$ cat config.mk
export PLATFORM = sky130hd
export DESIGN_NAME = mips_mem_arbiter
export DESIGN_NICKNAME = d
export VERILOG_FILES = /design/src/rtl/mips_mem_pkg.sv /design/src/rtl/mem_arb_pick.sv /design/src/rtl/mips_mem_arbiter.sv
export SDC_FILE = /design/constraint.sdc
export NUM_CORES = 1
export LEC_CHECK = 0
export CORE_MARGIN = 2
export CORE_UTILIZATION = 40
export CTS_CLUSTER_SIZE = 8
export DETAILED_ROUTE_END_ITERATION = 8
export GPL_ROUTABILITY_DRIVEN = 0
export PLACE_DENSITY_LB_ADDON = 0.05
export SYNTH_ARGS = -nofsm -noshare
export SYNTH_HDL_FRONTEND = slang
export SYNTH_HIERARCHICAL = 1
export SYNTH_SLANG_ARGS = --single-unit
export TNS_END_PERCENT = 10
$ cat constraint.sdc
create_clock -name clk -period 1.84 [get_ports clk]
set_input_delay 0.46 -clock clk [delete_from_list [all_inputs] [get_ports clk]]
set_output_delay 0.46 -clock clk [all_outputs]
set_load 0.02 [all_outputs]
$ cat src/rtl/mips_mem_pkg.sv
// Shared definitions for the MIPS unified-memory arbiter.
// Holds the arbiter FSM state encoding, the owner encoding and default bus widths.
package mips_mem_pkg;

    localparam int unsigned ADDR_W_DEF = 10;
    localparam int unsigned DATA_W_DEF = 32;

    typedef enum logic [1:0] {
        ST_IDLE    = 2'd0,
        ST_ISSUE   = 2'd1,
        ST_CAPTURE = 2'd2,
        ST_DONE    = 2'd3
    } arb_state_e;

    localparam logic OWNER_I = 1'b0;
    localparam logic OWNER_D = 1'b1;

endpackage

$ cat src/rtl/mem_arb_pick.sv
// Winner select for the memory arbiter.
// Build option: MEM_ARB_ROUND_ROBIN_EN adds a last-grant pointer so contention
// alternates; without it D always beats I.
// Ports:
//   clk, rst, grant (round-robin build only) - pointer clock, sync reset, grant strobe
//   i_req, d_req                             - requests from fetch and load/store
//   pick_d_c                                 - combinational: 1 = D wins, 0 = I wins
module mem_arb_pick
    import mips_mem_pkg::*;
(
`ifdef MEM_ARB_ROUND_ROBIN_EN
    input  logic clk,
    input  logic rst,
    input  logic grant,
`endif
    input  logic i_req,
    input  logic d_req,
    output logic pick_d_c
);

`ifdef MEM_ARB_ROUND_ROBIN_EN
    // Owner of the most recent grant; resetting to I makes D win the first tie.
    logic last_d_q;

    always_comb begin
        pick_d_c = d_req;
        if (i_req && d_req) begin
            pick_d_c = ~last_d_q;
        end
    end

    always_ff @(posedge clk) begin
        if (rst) begin
            last_d_q <= OWNER_I;
        end else if (grant) begin
            last_d_q <= pick_d_c;
        end
    end
`else
    // D wins whenever it asks; I only when it is alone.
    assign pick_d_c = d_req | ~i_req;
`endif

endmodule

$ cat src/rtl/mips_mem_arbiter.sv
// Arbiter sharing one single-port synchronous RAM (1-cycle read latency) between
// the instruction-fetch requester (I, read-only) and the load/store requester (D).
// Each access runs IDLE -> ISSUE -> CAPTURE -> DONE with a single owner.
// Build option: MEM_ARB_ROUND_ROBIN_EN selects round-robin instead of D-first priority.
// Ports:
//   clk, rst                          - clock, synchronous active-high reset
//   i_req, i_addr, i_ack, i_rdata     - fetch request / address / ack pulse / data
//   d_req, d_we, d_addr, d_wdata      - load/store request, write enable, address, data
//   d_ack, d_rdata                    - load/store ack pulse / load data
//   mem_address, mem_data, mem_wren   - registered RAM address, write data, write enable
//   mem_q                             - RAM read data (valid cycle after address sampled)
//   busy, owner_d                     - transaction in flight / D owns the memory
module mips_mem_arbiter
    import mips_mem_pkg::*;
#(
    parameter int unsigned ADDR_W = ADDR_W_DEF,
    parameter int unsigned DATA_W = DATA_W_DEF
) (
    input  logic              clk,
    input  logic              rst,
    input  logic              i_req,
    input  logic [ADDR_W-1:0] i_addr,
    output logic              i_ack,
    output logic [DATA_W-1:0] i_rdata,
    input  logic              d_req,
    input  logic              d_we,
    input  logic [ADDR_W-1:0] d_addr,
    input  logic [DATA_W-1:0] d_wdata,
    output logic              d_ack,
    output logic [DATA_W-1:0] d_rdata,
    output logic [ADDR_W-1:0] mem_address,
    output logic [DATA_W-1:0] mem_data,
    output logic              mem_wren,
    input  logic [DATA_W-1:0] mem_q,
    output logic              busy,
    output logic              owner_d
);

    arb_state_e        state_q;
    arb_state_e        state_nxt;
    logic              pick_d_c;
    logic              grant_c;
    logic              store_q;
    logic              store_nxt;
    logic              i_ack_nxt;
    logic              d_ack_nxt;
    logic              mem_wren_nxt;
    logic              busy_nxt;
    logic              owner_d_nxt;
    logic [DATA_W-1:0] i_rdata_nxt;
    logic [DATA_W-1:0] d_rdata_nxt;
    logic [DATA_W-1:0] mem_data_nxt;
    logic [ADDR_W-1:0] mem_address_nxt;

    assign grant_c = (state_q == ST_IDLE) && (i_req || d_req);

    mem_arb_pick u_pick (
`ifdef MEM_ARB_ROUND_ROBIN_EN
        .clk      (clk),
        .rst      (rst),
        .grant    (grant_c),
`endif
        .i_req    (i_req),
        .d_req    (d_req),
        .pick_d_c (pick_d_c)
    );

    // State and registered outputs.
    always_ff @(posedge clk) begin
        if (rst) begin
            state_q     <= ST_IDLE;
            store_q     <= 1'b0;
            i_ack       <= 1'b0;
            d_ack       <= 1'b0;
            i_rdata     <= '0;
            d_rdata     <= '0;
            mem_address <= '0;
            mem_data    <= '0;
            mem_wren    <= 1'b0;
            busy        <= 1'b0;
            owner_d     <= 1'b0;
        end else begin
            state_q     <= state_nxt;
            store_q     <= store_nxt;
            i_ack       <= i_ack_nxt;
            d_ack       <= d_ack_nxt;
            i_rdata     <= i_rdata_nxt;
            d_rdata     <= d_rdata_nxt;
            mem_address <= mem_address_nxt;
            mem_data    <= mem_data_nxt;
            mem_wren    <= mem_wren_nxt;
            busy        <= busy_nxt;
            owner_d     <= owner_d_nxt;
        end
    end

    // Next state: fixed four-step sequence once granted.
    always_comb begin
        state_nxt = state_q;
        case (state_q)
            ST_IDLE:    if (grant_c) state_nxt = ST_ISSUE;
            ST_ISSUE:   state_nxt = ST_CAPTURE;
            ST_CAPTURE: state_nxt = ST_DONE;
            ST_DONE:    state_nxt = ST_IDLE;
            default:    state_nxt = ST_IDLE;
        endcase
    end

    // Next values of the registered outputs.
    always_comb begin
        store_nxt       = store_q;
        i_ack_nxt       = 1'b0;
        d_ack_nxt       = 1'b0;
        i_rdata_nxt     = i_rdata;
        d_rdata_nxt     = d_rdata;
        mem_address_nxt = mem_address;
        mem_data_nxt    = mem_data;
        mem_wren_nxt    = 1'b0;
        owner_d_nxt     = owner_d;
        busy_nxt        = (state_nxt != ST_IDLE);
        case (state_q)
            ST_IDLE: begin
                if (grant_c) begin
                    owner_d_nxt     = pick_d_c;
                    mem_address_nxt = pick_d_c ? d_addr : i_addr;
                    mem_data_nxt    = pick_d_c ? d_wdata : mem_data;
                    mem_wren_nxt    = pick_d_c & d_we;
                    store_nxt       = pick_d_c & d_we;
                end
            end
            ST_CAPTURE: begin
                // RAM sampled the address on the previous edge, so mem_q is valid now.
                if (owner_d == OWNER_D) begin
                    d_ack_nxt = 1'b1;
                    if (!store_q) begin
                        d_rdata_nxt = mem_q;
                    end
                end else begin
                    i_ack_nxt   = 1'b1;
                    i_rdata_nxt = mem_q;
                end
            end
            default: begin
            end
        endcase
    end

endmodule

==> impl_results.md <==
- Syn_area_per_cell: 8.241 sq um
- Fmax: 560.4 MHz
- Max VDD drop: 0.0006287 V
- #FFs+latches synth: 114
- Mapped Cells: 496
- Die height: 105.1 um
- CP required: 1380 ps
- Fin area: 6655 sq um
- Clk_lat worst skew: 490 ps
- Critical Path End Type: output pin
- Synth warn: 6
- Setup TNS: 0 ps
- Max incr delay on CP: 440 ps
- Initial DRC count: 128
- Wirelength, routed: 11.21 mm
- Clock sink count: 114
- Congestion Overflow GR: 0
- Hold Vio Cnt, Final: 0
- Worst slew margin: 79.52%
- Final Util: 67.47%
- Vias per Instance: 4.734
- Residual DRC count: 0
- Post-route ant nets: 0
- # IOs: 200
- Final period util: 96.98%
- DIE AREA: 11040 sq um
- First-pass GRT wire length: 18.24 mm
- Min cycle time layout: 1784 ps
- Largest net degree at the start of global routing: 60
- Crit path max fanout: 7
- Synth Cell Area: 4088 sq um
- Slew Viols, Final: 0
- Initial antenna violation count: 0
- Diode count: 0
- CP Cell Sequence: dlygate4sd2_1
- Fin worst setup slack: 55.61 ps
- Power per cell area: 1351 nW/um^2
- Family with the most delay on the worst path: flip-flops
- Max-cap viol count: 0
- Post-synth net total: 588
- CTS Buf Count: 17
- Synth cell types: 25
- Hold buffers post-CTS: 0
- Number of port buffers: 199
- CP max stage cell: dfxtp_1
- Startpoint types: flip-flop
- Die X: 105.1 um
- Vias in the first global route: 3774
- Arrival @ worst endpoint: 1320 ps
- Cell row count: 36
- Cells after DPL: 804
- Fraction of layout cells with a size suffix above 1: 6.847%
- Via count: 3948
- Placed Area: 6238 sq um
- CP bufs+invs: 1
- Pre-CTS WS: 7.618 ps
- Fin nets: 782
- Final Skew: 9.804 ps
- Clock Tree Buf Depth: 2
- CORE AREA: 9864 sq um
- Post-DP HPWL: 7.625 mm
- Syn-to-layout area delta: 62.81%
- Initial Utilization: 41.44%
- Root Buffer: clkbuf_8
- RSZ-0062 raised after global routing: no
- CP Class: reg2out
- Post-CTS setup buffers: 0
- Commonest non-fill, non-tap cell in the layout: nand2_1
- WL/cell: 13.44 um
- Number of setup violations in the final report: 0
- Post-synthesis sequential area ratio: 55.83%
- Status: complete, no violations
- Non-Filler Instances: 834
- Leakage power: 0.002995 uW
- CTS tree: built
- Total Routing Usage GR: 20.54%
- Reg clk slew, reported paths: 50 ps
- Worst min path class: in2reg
- H-Tree Depth: 4
- Most frequent cells in the layout: 192 x nand2_1, 114 x dfxtp_1, 111 x dlygate4sd2_1
- Least-Margin Pin Slew: 307.3 ps
- Pre-antenna DRT Iters: 4
[through the flow]
stage                     total power [uW]  hold slack [ps]
after global placement                6253            440.5
after CTS                             9094            314.2
after floorplan                       4911            454.4
after global routing                  9499            331.4
final                                 8992            337.7
after detailed placement              6323            446.2
[metal layers]
metal	track usage, %	vias to the layer above	share of wire [%]
met5	0	-	0
met4	7.524	0	1.3
met3	7.174	12	7.9
met2	36.04	142	50
met1	22.87	1788	41
li1	-	2006	-
[worst paths after layout]
kind	start	to	slack, ps	cells past startpoint
worst min register to register	mem_data[24]	mem_data[24]	450	2
worst max register to register	state_q[0]	mem_address[0]	430	6
worst max-delay path	owner_d	owner_d	60	1
worst min-delay path	rst	owner_d	340	2
[sequential cells by signal, indices dropped and copies added (netlist names)]
signal,count
mem_data,32
owner_d,1
mem_wren,1
state_q,2
i_ack,1
busy,1
i_rdata,32
store_q,1
mem_address,10
d_ack,1
d_rdata,32
[area by class of cell]
class / count / area [sq um]
Timing Repair Buffer: 212 / 2048
Fill cell: 858 / 3209
Sequential cell: 114 / 2282
Clock buffer: 19 / 441.7
Tap cell: 133 / 166.4
Clock inverter: 11 / 113.9
Multi-Input combinational cell: 341 / 1588
Inverter: 4 / 15.01
[synth_stat cells]
cell	number	area, sq um
nand2b_1	2	12.51
and3_4	1	11.26
clkbuf_1	11	41.29
buf_2	8	40.04
o211ai_2	1	12.51
a31o_2	1	8.760
nor2b_1	1	6.260
mux2i_1	10	100.1
and3_1	1	6.260
buf_4	13	97.59
dfxtp_1	114	2282
o21a_1	1	7.510
inv_1	4	15.01
a211oi_1	10	75.07
nor2_1	15	56.30
buf_1	4	15.01
buf_6	1	11.26
a31o_1	1	8.760
nand3b_1	1	7.510
ha_1	3	37.54
a21oi_1	98	490.5
nand2_1	192	720.7
o211a_1	1	10.01
o21ai_1	1	5.000
and3b_1	1	8.760
[report_power, final]
part           switching, uW  total, uW  internal (uW)  leakage (uW)
registers                204       3120           2910      0.000929
clock network           1080       3040           1970      0.000275
logic                   1680       2830           1160       0.00179
total                   2950       8990           6040       0.00299
[cells by family after synthesis]
group / after synthesis / synth area share, %
AOI/OAI and AO/OA: 114 / 15.12
adders and majority gates: 3 / 0.9184
buffers and inverters: 41 / 5.387
DFF: 114 / 55.83
muxes: 10 / 2.449
and+or+nand+nor: 214 / 20.29
[what timing repair did]
| action | in CTS | in global routing |
|---|---|---|
| endpoints found under the hold margin | 0 | 0 |
| endpoints found under the setup margin | 111 | 0 |
| resized for setup | 111 | 0 |
No activity file was read; power rests on OpenSTA's default activity.
